### src/rtl/knapsack_search_if.sv
// Host-side bundle for the knapsack search engine: start/operands in, status/results out.
interface knapsack_search_if #(
  parameter int unsigned N      = 5,
  parameter int unsigned ITEM_W = 8
);
  localparam int unsigned SUM_W = ITEM_W + $clog2(N + 1);

  logic                start;
  logic [N*ITEM_W-1:0] values;
  logic [N*ITEM_W-1:0] weights;
  logic [SUM_W-1:0]    capacity;
  logic [SUM_W-1:0]    min_value;
  logic                busy;
  logic                done;
  logic [N-1:0]        cand_sel;
  logic [N-1:0]        best_sel;
  logic [SUM_W-1:0]    best_value;
  logic [SUM_W-1:0]    best_weight;
  logic                found;

  // Host side: issues a search and observes the result.
  modport master (
    output start, values, weights, capacity, min_value,
    input  busy, done, cand_sel, best_sel, best_value, best_weight, found
  );

  // Engine side.
  modport slave (
    input  start, values, weights, capacity, min_value,
    output busy, done, cand_sel, best_sel, best_value, best_weight, found
  );
endinterface

### src/rtl/knapsack_search.sv
// Exhaustive 0-1 knapsack search: scans every item subset, one per cycle, and keeps the
// highest-value subset that fits the capacity. Lower-index subsets win ties.
module knapsack_search #(
  parameter int unsigned N      = 5,
  parameter int unsigned ITEM_W = 8
) (
  input logic              clk,
  input logic              rst_n,
  knapsack_search_if.slave bus
);
  localparam int unsigned SUM_W = ITEM_W + $clog2(N + 1);
  localparam logic [N-1:0] LastIdx = '1;

  typedef enum logic [1:0] {StIdle, StScan, StDone} state_e;

  state_e              state_q, state_d;
  logic [N*ITEM_W-1:0] values_q, values_d;
  logic [N*ITEM_W-1:0] weights_q, weights_d;
  logic [SUM_W-1:0]    capacity_q, capacity_d;
  logic [SUM_W-1:0]    min_value_q, min_value_d;
  logic [N-1:0]        idx_q, idx_d;
  logic [N-1:0]        best_sel_q, best_sel_d;
  logic [SUM_W-1:0]    best_value_q, best_value_d;
  logic [SUM_W-1:0]    best_weight_q, best_weight_d;
  logic                found_q, found_d;

  logic [SUM_W-1:0]    cand_v;
  logic [SUM_W-1:0]    cand_w;
  logic                cand_better;

  // Totals of the subset selected by idx over the latched items; SUM_W is wide enough
  // for N full-scale items, so no overflow.
  always_comb begin
    cand_v = '0;
    cand_w = '0;
    for (int i = 0; i < N; i++) begin
      if (idx_q[i]) begin
        cand_v = cand_v + SUM_W'(values_q[i*ITEM_W +: ITEM_W]);
        cand_w = cand_w + SUM_W'(weights_q[i*ITEM_W +: ITEM_W]);
      end
    end
  end

  // Empty subset always fits and seeds best_*; afterwards only a strictly larger value wins.
  assign cand_better = (cand_w <= capacity_q) && ((idx_q == '0) || (cand_v > best_value_q));

  // Next-state and datapath updates for the IDLE -> SCAN -> DONE sequence.
  always_comb begin
    state_d       = state_q;
    values_d      = values_q;
    weights_d     = weights_q;
    capacity_d    = capacity_q;
    min_value_d   = min_value_q;
    idx_d         = idx_q;
    best_sel_d    = best_sel_q;
    best_value_d  = best_value_q;
    best_weight_d = best_weight_q;
    found_d       = found_q;

    case (state_q)
      StIdle: begin
        if (bus.start) begin
          values_d      = bus.values;
          weights_d     = bus.weights;
          capacity_d    = bus.capacity;
          min_value_d   = bus.min_value;
          idx_d         = '0;
          best_sel_d    = '0;
          best_value_d  = '0;
          best_weight_d = '0;
          found_d       = 1'b0;
          state_d       = StScan;
        end
      end
      StScan: begin
        if (cand_better) begin
          best_sel_d    = idx_q;
          best_value_d  = cand_v;
          best_weight_d = cand_w;
        end
        // Terminate on the last subset by compare so idx never has to wrap.
        if (idx_q == LastIdx) begin
          state_d = StDone;
        end else begin
          idx_d = idx_q + 1'b1;
        end
      end
      StDone: begin
        found_d = (best_value_q >= min_value_q);
        state_d = StIdle;
      end
      default: begin
        state_d = StIdle;
      end
    endcase
  end

  // FSM state register with synchronous active-low reset.
  always_ff @(posedge clk) begin
    if (!rst_n) begin
      state_q <= StIdle;
    end else begin
      state_q <= state_d;
    end
  end

  // Latched operands, scan counter and best-so-far registers.
  always_ff @(posedge clk) begin
    if (!rst_n) begin
      values_q      <= '0;
      weights_q     <= '0;
      capacity_q    <= '0;
      min_value_q   <= '0;
      idx_q         <= '0;
      best_sel_q    <= '0;
      best_value_q  <= '0;
      best_weight_q <= '0;
      found_q       <= 1'b0;
    end else begin
      values_q      <= values_d;
      weights_q     <= weights_d;
      capacity_q    <= capacity_d;
      min_value_q   <= min_value_d;
      idx_q         <= idx_d;
      best_sel_q    <= best_sel_d;
      best_value_q  <= best_value_d;
      best_weight_q <= best_weight_d;
      found_q       <= found_d;
    end
  end

  // Status and result outputs; cand_sel is forced to zero outside the scan.
  always_comb begin
    bus.busy        = (state_q == StScan);
    bus.done        = (state_q == StDone);
    bus.cand_sel    = (state_q == StScan) ? idx_q : '0;
    bus.best_sel    = best_sel_q;
    bus.best_value  = best_value_q;
    bus.best_weight = best_weight_q;
    bus.found       = found_q;
  end

endmodule

### src/flat_wrapper.sv
// flat-port wrapper written by rule: the top's interface ports become plain ports
module knapsack_search_flat 
#(
  parameter int unsigned N      = 5,
  parameter int unsigned ITEM_W = 8
)
  (clk, rst_n, bus_start, bus_values, bus_weights, bus_capacity, bus_min_value, bus_busy, bus_done, bus_cand_sel, bus_best_sel, bus_best_value, bus_best_weight, bus_found);
  knapsack_search_if #(.N(N), .ITEM_W(ITEM_W)) bus_i ();
  input logic clk;
  input logic rst_n;
  input wire logic [$bits(bus_i.start)-1:0] bus_start;
  input wire logic [$bits(bus_i.values)-1:0] bus_values;
  input wire logic [$bits(bus_i.weights)-1:0] bus_weights;
  input wire logic [$bits(bus_i.capacity)-1:0] bus_capacity;
  input wire logic [$bits(bus_i.min_value)-1:0] bus_min_value;
  output wire logic [$bits(bus_i.busy)-1:0] bus_busy;
  output wire logic [$bits(bus_i.done)-1:0] bus_done;
  output wire logic [$bits(bus_i.cand_sel)-1:0] bus_cand_sel;
  output wire logic [$bits(bus_i.best_sel)-1:0] bus_best_sel;
  output wire logic [$bits(bus_i.best_value)-1:0] bus_best_value;
  output wire logic [$bits(bus_i.best_weight)-1:0] bus_best_weight;
  output wire logic [$bits(bus_i.found)-1:0] bus_found;
  assign bus_i.start = bus_start;
  assign bus_i.values = bus_values;
  assign bus_i.weights = bus_weights;
  assign bus_i.capacity = bus_capacity;
  assign bus_i.min_value = bus_min_value;
  assign bus_busy = bus_i.busy;
  assign bus_done = bus_i.done;
  assign bus_cand_sel = bus_i.cand_sel;
  assign bus_best_sel = bus_i.best_sel;
  assign bus_best_value = bus_i.best_value;
  assign bus_best_weight = bus_i.best_weight;
  assign bus_found = bus_i.found;
  knapsack_search #(.N(N), .ITEM_W(ITEM_W)) u_core (.clk(clk), .rst_n(rst_n), .bus(bus_i));
endmodule
### config.mk
export PLATFORM = sky130hd
export DESIGN_NAME = knapsack_search_flat
export DESIGN_NICKNAME = d
export VERILOG_FILES = /design/src/rtl/knapsack_search_if.sv /design/src/rtl/knapsack_search.sv /design/src/flat_wrapper.sv
export SDC_FILE = /design/constraint.sdc
export NUM_CORES = 1
export LEC_CHECK = 0
export BUFFER_PORTS_ARGS = -buffer_cell sky130_fd_sc_hd__clkbuf_2
export CORE_ASPECT_RATIO = 0.75
export CORE_UTILIZATION = 30
export DETAILED_ROUTE_END_ITERATION = 8
export PLACE_DENSITY_LB_ADDON = 0.08
export REMOVE_ABC_BUFFERS = 1
export SLEW_MARGIN = 20
export SYNTH_ARGS = -nofsm -noshare
export SYNTH_HDL_FRONTEND = slang
export SYNTH_SLANG_ARGS = --single-unit
### constraint.sdc
create_clock -name clk -period 6.9 [get_ports clk]
set_input_delay 0.345 -clock clk [delete_from_list [all_inputs] [get_ports clk]]
set_output_delay 0.345 -clock clk [all_outputs]
set_load 0.01 [all_outputs]
* Word-level counts from Yosys, hierarchy flattened *
Cells that the tools add are included.

storage, ports and cells
  bits in registers = 137
  bits of input ports = 105
  word-level logic and storage cells = 66
  output and inout bits = 35

cells by class
  add/sub/neg operators = 9
  reductions and logical operators = 11
  equality and inequality tests = 7
  multiplexer cells = 26
  $lt $le $gt $ge = 3

operators with widths
  cell                                                    number
  two-way mux 11 bit                                      11
  adder 11 x 8 -> 11 bit                                  6
  case mux 11 bit (2 select lines)                        2
  two-way mux 5 bit                                       4
  case mux 5 bit (2 select lines)                         2
  adder 8 x 8 -> 9 bit                                    2
  two-way mux 8 bit                                       2
  >= comparator 11 bit                                    1
  greater-than comparator 11 bit                          1
  less-or-equal comparator 11 bit                         1
  AND reduction 2 bit                                     3
  AND reduction 3 bit                                     2
  adder 5 x 1 -> 5 bit (second input constant)            1
  equality test 5 bit (second input constant)             1
  logical NOT 5 bit                                       1
  two-way mux 2 bit                                       2
  inequality test 2 x 1 -> 1 bit (second input constant)  2
  inequality test 2 bit (second input constant)           2
  case mux 2 bit (2 select lines)                         1
  nonzero test 2 bit                                      2
  equality test 2 x 1 -> 1 bit (second input constant)    1
  equality test 2 bit (second input constant)             1
  logical NOT 2 bit                                       1
  case mux 1 bit (2 select lines)                         1
  other kinds (3)                                         3

* Logic depth before layout (Yosys ltp) *
Gate-level depths: netlist of run 1.

  word-level depth = 14
  depth in mapped cells = 41
  mapped depth without buffers = 39

* Least setup slack after synthesis of run 1 *
No wires, ideal clock.

  kind = register -> register
  from = reg u_core.idx_q[0]
  to = reg u_core.best_weight_q[0] (netlist: u_core.bus.best_weight[0])
  clock period less this slack = 7.687 ns
  buffers on the path = 2
  slack = -0.787 ns
  data required time = 6.830 ns
  setup time = 0.070 ns
  cell stages (with the launch flop) = 40
  arrival = 7.617 ns
  cells stage by stage = dfxtp_1 clkbuf_1 nand2_1 inv_1 ha_1 a21o_1 maj3_1 xor2_1 nand2_1 xor2_1 ha_1 o21a_1 o31a_1 a21oi_1 mux2_2 ha_1 and3_1 a2111oi_0 (+4 left out) o221ai_1 ha_1 and3_1 a21oi_1 o21ai_0 a211oi_1 a221oi_2 o211ai_1 ha_1 nand4_1 nor2_1 or3_1 a21oi_1 o211ai_1 and2_1 clkbuf_1 or3_1 a21oi_1

between the ends
  word-level cells in the longest chain between the ends = 14
  elaborated cells between the ends (all ways) = 27
  those cells by class = add/sub: 8; order compare: 2; eq/ne: 1; mux: 12; reduce/logical: 4

ends and longest elaborated chain
  item                                      RTL line                RTL
  start: declaration                        knapsack_search.sv:21   logic [N-1:0] idx_q, idx_d;
  start signal: assignment                  knapsack_search.sv:124  idx_q <= idx_d;
  two-way mux 8 bit                         knapsack_search.sv:37   if (idx_q[i]) begin
  adder 8 x 8 -> 9 bit                      knapsack_search.sv:38   cand_v = cand_v + SUM_W'(values_q[i*ITEM_W +: ITEM_W]);
  two-way mux 11 bit                        knapsack_search.sv:37
  adder 11 x 8 -> 11 bit                    knapsack_search.sv:38
  two-way mux 11 bit                        knapsack_search.sv:37
  adder 11 x 8 -> 11 bit                    knapsack_search.sv:38
  two-way mux 11 bit                        knapsack_search.sv:37
  adder 11 x 8 -> 11 bit                    knapsack_search.sv:38
  two-way mux 11 bit                        knapsack_search.sv:37
  greater-than comparator 11 bit            knapsack_search.sv:45   assign cand_better = (cand_w <= capacity_q) && ((idx_q == '0) || (cand_v > best_value_q));
  logical OR 1 bit                          knapsack_search.sv:45
  logical AND 1 bit                         knapsack_search.sv:45
  inequality test 2 x 1 -> 1 bit (no line)  -
  AND reduction 3 bit (no line)             -
  end signal: assignment                    knapsack_search.sv:127  best_weight_q <= best_weight_d;
  end: declaration                          knapsack_search.sv:24   logic [SUM_W-1:0] best_weight_q, best_weight_d;

Several ways; a longest one is shown, not always the timed one. The select of a mux whose other input is x is not followed.
A chain may end at the register's enable or synchronous reset.

* Final worst setup path of run 1 *
Ends and elaborated chain as after synthesis.

==> results.json, run 1 <==
{
  "outcome": "complete, but fails checks",
  "violations": "negative setup slack",
  "critPathKind": "reg2reg",
  "hpwlAfterDp_mm": 23.4,
  "required_ns": 7.27,
  "rsz0062_at_grt": "yes",
  "chipWidth_um": 210,
  "grt_pass1_wl_mm": 50.6,
  "syn_area_per_cell_um2": 7.53,
  "synthFlopType": "dfxtp_1",
  "ys_top_cells_by_area": "dfxtp_1 28%, ha_1 13%, nand2_1 10%",
  "final_common_cell": "nand2_1",
  "firstDrtPassIters": 5,
  "worstPathMaxFanout": 5,
  "num_vias": 9904,
  "h-tree-depth": 4,
  "critPathSlowestCell": "fa_2",
  "worstMarginPinSlew_ns": 0.857,
  "drtAntennaViolNets": 0,
  "synth_seq_area_share": 0.283,
  "critPathMaxStageDelay_ns": 0.38,
  "setup_viol": 27,
  "gr-total-overflow": 0,
  "coreArea_um2": 31500,
  "seq_power_share": 0.371,
  "max_freq_mhz": 135,
  "setup_slack_ns": -0.523,
  "viasPerCell": 4.81,
  "rows": 56,
  "end_kind": "flop",
  "cts_root_buffer": "clkbuf_16",
  "clk_latency_ns": 0.45,
  "die-area_um2": 33000,
  "period_needed_ns": 7.42,
  "yosys.area.top_type_share": 0.283,
  "synth_cells": 1286,
  "pwr-share-comb": 0.175,
  "finalMaxSlewViolations": 0,
  "arrival_ns": 7.80,
  "cts_hold_buf": 0,
  "grt_pass1_vias": 9839,
  "cts_tree": "yes",
  "area_growth_pct": 43.8,
  "wire_per_inst_um": 15.0,
  "synth_top_cell_by_area": "dfxtp_1",
  "final_cell_mix": "265 x nand2_1, 240 x buf_4, 141 x a21oi_1",
  "hp-class": "in2reg",
  "fill_cells": 3247,
  "hold_viol_final": 0,
  "drc_errors": 0,
  "drt_iter0_markers": 431,
  "cts_sinks": 137,
  "nets": 1853,
  "fin_crit_sh": 1.08,
  "start_kind": "flop",
  "synth-async-reset-ratio": 0,
  "ys_types": 72,
  "synth_area_um2": 9690,
  "path_clk_slew_ns": 0.07,
  "antenna_found_initial": 0,
  "fin_skew_ns": 0.0111,
  "dpl_worst_slack_ns": -1.01,
  "clock_path_buffers": 2,
  "static-leakage-power_nw": 6.45,
  "fin_util": 0.442,
  "cts_buffers": 17,
  "crit_top_cell": "a21oi_2",
  "max-cap-violations": 0,
  "die_h_um": 158,
  "grt_max_degree": 105,
  "fin_total_pwr_mw": 2.31,
  "synth_seq_cells": 137,
  "routed_wl_mm": 31.0,
  "switching_share": 0.266,
  "ioPinCount": 140,
  "slew_headroom": 0.429,
  "switchingPower_mw": 0.615,
  "antenna_cells": 0,
  "gp_congestion": 0.811,
  "initial_core_util": 0.307,
  "grt_util_all_layers": 0.194,
  "yosysWarnings": 0,
  "synth_edf_count": 0,
  "p_int_mw": 1.70,
  "portBuffers": 139,
  "drive_gt1_frac": 0.335,
  "powerDensity_nw_per_um2": 166,
  "clockPowerShare": 0.454,
  "ir_drop_mv": 0.106
}
==> power by group through the flow <==
stage / clock, mW / combinational, mW / sequential [mW]
final: 1.05 / 0.405 / 0.859
after global routing: 1.11 / 0.457 / 0.864
after CTS: 1.08 / 0.400 / 0.859
after detailed placement: 0 / 0.362 / 0.874
after global placement: 0 / 0.358 / 0.874
after floorplan: 0 / 0.202 / 0.867
==> metrics by stage <==
stage / instances / hold slack, ns / setup TNS (ns) / cell area [um^2]
after floorplan: 1224 / 0.432 / -26.09 / 9440
after global placement: 1989 / 0.445 / -20.57 / 12300
after detailed placement: 1989 / 0.446 / -25.63 / 12300
after CTS: 2057 / 0.0792 / -10.93 / 13700
after global routing: 2061 / 0.0893 / -24.74 / 13900
final: 2061 / 0.108 / -13.10 / 13900
==> state kept, by name, summed over array words and instances (netlist names) <==
signal and cells:
u_core.bus.best_sel 5, u_core.bus.best_value 11, u_core.bus.best_weight 11, u_core.bus.found 1, u_core.capacity_q 11, u_core.idx_q 5, u_core.min_value_q 11, u_core.state_q 2
u_core.values_q 40, u_core.weights_q 40
==> Yosys cell counts (9+ instances only) <==
| cell | instances |
|---|---|
| a211oi_1 | 14 |
| a21o_1 | 22 |
| a21oi_1 | 159 |
| a22o_1 | 9 |
| and2_1 | 13 |
| and3_1 | 10 |
| clkbuf_1 | 51 |
| dfxtp_1 | 137 |
| ha_1 | 98 |
| inv_1 | 74 |
| mux2_2 | 18 |
| mux2i_1 | 12 |
| nand2_1 | 271 |
| nand3_1 | 20 |
| nor2_1 | 92 |
| nor2b_1 | 14 |
| nor3_1 | 16 |
| o211ai_1 | 11 |
| o21a_1 | 22 |
| o21ai_0 | 42 |
| o31a_1 | 10 |
| o31ai_1 | 10 |
| xnor2_1 | 31 |
| xor2_1 | 9 |
==> routing by layer <==
metal / track usage / vias up / share of wire
li1: - / 5205 / -
met1: 0.260 / 4574 / 0.51
met2: 0.325 / 100 / 0.45
met3: 0.0329 / 25 / 0.021
met4: 0.0501 / 0 / 0.013
met5: 0 / - / 0
==> worst max-delay path: cells and delay by family, from the launching register on <==
kind                     cells  cell delay (ns)
XOR/XNOR                     1             0.13
AND/OR/NAND/NOR              9             1.79
AO/OA/AOI/OAI               18             2.54
multiplexers                 1             0.29
buffers and inverters        4             0.60
flip-flops                   1             0.34
adder cells (fa/ha/maj)      6             1.66
==> cell families after synthesis <==
kind of cell | after synthesis | synth area share
multiplexers | 31 | 0.0349
buffers and inverters | 137 | 0.0546
AO/OA/AOI/OAI | 368 | 0.243
adder cells (fa/ha/maj) | 107 | 0.144
XOR/XNOR | 40 | 0.0362
AND/OR/NAND/NOR | 466 | 0.204
flip-flops | 137 | 0.283
==> worst paths after layout <==
| check | from | end | slack (ns) | depth (start not counted) |
|---|---|---|---|---|
| setup / recovery | u_core.idx_q[0] | u_core.bus.best_weight[0] | -0.52 | 39 |
| hold / removal | bus_values[7] | u_core.values_q[7] | 0.11 | 3 |
| setup reg to reg | u_core.idx_q[0] | u_core.bus.best_weight[0] | -0.52 | 39 |
| hold reg to reg | u_core.min_value_q[3] | u_core.min_value_q[3] | 0.45 | 2 |
==> repair_timing <==
action | CTS | global route
pin swaps | 83 | 44
setup buffers | 37 | 4
cloned | 0 | 0
setup endpoints to repair | 27 | 27
resized for setup | 94 | 39
==> final cells by class <==
type / count / area (um^2) / share of cell area
Multi-Input combinational cell: 1012 / 7000 / 0.503
Sequential cell: 137 / 2740 / 0.197
Timing Repair Buffer: 399 / 2730 / 0.196
Tap cell: 406 / 508 / 0.0365
Clock buffer: 22 / 474 / 0.0340
Inverter: 75 / 283 / 0.0203
Clock inverter: 10 / 189 / 0.0136
Note: power is estimated with default switching activity, not from simulation.
==> run 2: changes to the inputs <==
- SETUP_SLACK_MARGIN: default -> 0.5
==> results.json, run 2 (synthesized netlist as in run 1, its figures left out) <==
{
  "met2_length_mm": 14.1,
  "final_common_cell": "nand2_1",
  "gr-total-overflow": 0,
  "drive_gt1_frac": 0.335,
  "largestRegisters": "u_core.values_q: 40 flops, u_core.weights_q: 40 flops",
  "regArea_um2": 2740,
  "hold_viol_final": 0,
  "initial_core_util": 0.307,
  "drt_iter0_markers": 415,
  "fin_total_pwr_mw": 2.31,
  "hold_path_startpoint": "bus_values[7]",
  "period_needed_ns": 7.43,
  "fin_skew_ns": 0.0110,
  "hold_ws_ns": 0.108,
  "required_ns": 7.27,
  "grt_pass1_wl_mm": 50.6,
  "cts_tree": "yes",
  "ioPinCount": 140,
  "cts_sinks": 137,
  "gp_congestion": 0.811,
  "worstPathMaxFanout": 5,
  "clock_path_buffers": 2,
  "r2r_cells": 39,
  "final_cell_mix": "265 x nand2_1, 240 x buf_4, 141 x a21oi_1",
  "coreArea_um2": 31500,
  "max_freq_mhz": 135,
  "num_vias": 9912,
  "ir_drop_mv": 0.106,
  "viasPerCell": 4.81,
  "static-leakage-power_nw": 6.46,
  "routed_wl_mm": 30.9,
  "grt_util_all_layers": 0.194,
  "cts_buffers": 17,
  "hpwlAfterDp_mm": 23.4,
  "fin_crit_sh": 1.08,
  "rows": 56,
  "drc_errors": 0,
  "setup_viol": 27,
  "r2r-start": "u_core.idx_q[0]",
  "powerDensity_nw_per_um2": 166,
  "wl_met1_mm": 15.7,
  "area_growth_pct": 43.9,
  "portBuffers": 139,
  "end_kind": "flop",
  "nets": 1854,
  "antenna_cells": 0,
  "path_clk_slew_ns": 0.07,
  "rsz0062_at_grt": "yes",
  "crit-reg2reg-capture": "u_core.bus.best_weight[0]",
  "multi_input_area_um2": 7000,
  "finalMaxSlewViolations": 0,
  "grt_max_degree": 105,
  "hold_end": "u_core.values_q[7]",
  "dpl_cell_area_um2": 12300,
  "setup_slack_ns": -0.530,
  "arrival_ns": 7.80,
  "drtAntennaViolNets": 0,
  "wl_met3_um": 710,
  "switching_share": 0.265,
  "cts_root_buffer": "clkbuf_16",
  "final_cell_area_um2": 13900,
  "max-cap-violations": 0,
  "slew_headroom": 0.428,
  "die-area_um2": 33000,
  "critPathMaxStageDelay_ns": 0.38,
  "switchingPower_mw": 0.613,
  "start_kind": "flop",
  "antenna_found_initial": 0,
  "chipWidth_um": 210,
  "outcome": "complete, but fails checks",
  "highest_layer": "met4",
  "worstMarginPinSlew_ns": 0.858,
  "violations": "negative setup slack",
  "crit_top_cell": "a21oi_2",
  "p_int_mw": 1.70,
  "die_h_um": 158,
  "hp-class": "in2reg",
  "clk_latency_ns": 0.45,
  "cts_hold_buf": 0,
  "fill_cells": 3245,
  "fin_setup_tns_ns": -13.03,
  "h-tree-depth": 4,
  "grt_pass1_vias": 9846,
  "critPathKind": "reg2reg",
  "pwr-share-comb": 0.175,
  "wire_per_inst_um": 15.0,
  "seq_power_share": 0.371,
  "rrSetupSlack_ns": -0.53,
  "whs_path_depth": 3,
  "critPathSlowestCell": "fa_2",
  "fin_util": 0.442,
  "clockPowerShare": 0.454,
  "firstDrtPassIters": 5
}
[run 2: cell count changes in the layout (fill, tap and decap cells not counted), sizes merged]
cell / previous run / this run
buf: 260 / 261
[run 2: what timing repair did]
item	in CTS	in global routing
setup buffers	37	4
resized for setup	95	39
endpoints found under the setup margin	27	27
pin swaps	83	44
[run 2: power groups by stage]
| stage | logic (mW) | clock network (mW) | registers [mW] |
|---|---|---|---|
| finish | 0.405 | 1.05 | 0.859 |
| global route | 0.457 | 1.11 | 0.864 |
| floorplan | 0.202 | 0 | 0.867 |
| detailed placement | 0.362 | 0 | 0.874 |
| global placement | 0.358 | 0 | 0.874 |
| CTS | 0.400 | 1.08 | 0.859 |
[run 2: layer usage]
layer / track usage / vias up
met5: 0 / -
met4: 0.0501 / 0
met3: 0.0329 / 21
met2: 0.325 / 97
met1: 0.260 / 4590
li1: - / 5204
[run 2: how the worst max path moves through the flow]
stage	startpoint	end	cells after the start
finish	u_core.idx_q[0]	u_core.bus.best_weight[0]	39
global route	u_core.idx_q[0]	u_core.bus.best_weight[10]	42
CTS	u_core.idx_q[0]	u_core.bus.best_weight[0]	42
detailed placement	u_core.idx_q[0]	u_core.bus.best_weight[10]	38
global placement	u_core.idx_q[0]	u_core.bus.best_value[5]	39
floorplan	u_core.idx_q[0]	u_core.bus.best_value[1]	35
[run 2: metrics by stage]
step,cells,setup slack [ns]
floorplan,1224,-1.07
global placement,1989,-0.812
detailed placement,1989,-1.01
CTS,2058,-0.456
global route,2062,-0.948
finish,2062,-0.530
[run 2: critical path: cells and delay by family (launching register included)]
kind | cells | cell delay, ns
flops | 1 | 0.34
buf+inv | 4 | 0.60
mux | 1 | 0.29
compound gates | 18 | 2.54
xor+xnor | 1 | 0.13
simple gates | 9 | 1.79
fa+ha+maj | 6 | 1.67
[run 2: final cells by class]
type                            count  share of cell area
Sequential cell                   137               0.197
Inverter                           75              0.0203
Clock inverter                     10              0.0136
Multi-Input combinational cell   1012               0.502
Timing Repair Buffer              400               0.197
Clock buffer                       22              0.0340
Tap cell                          406              0.0364
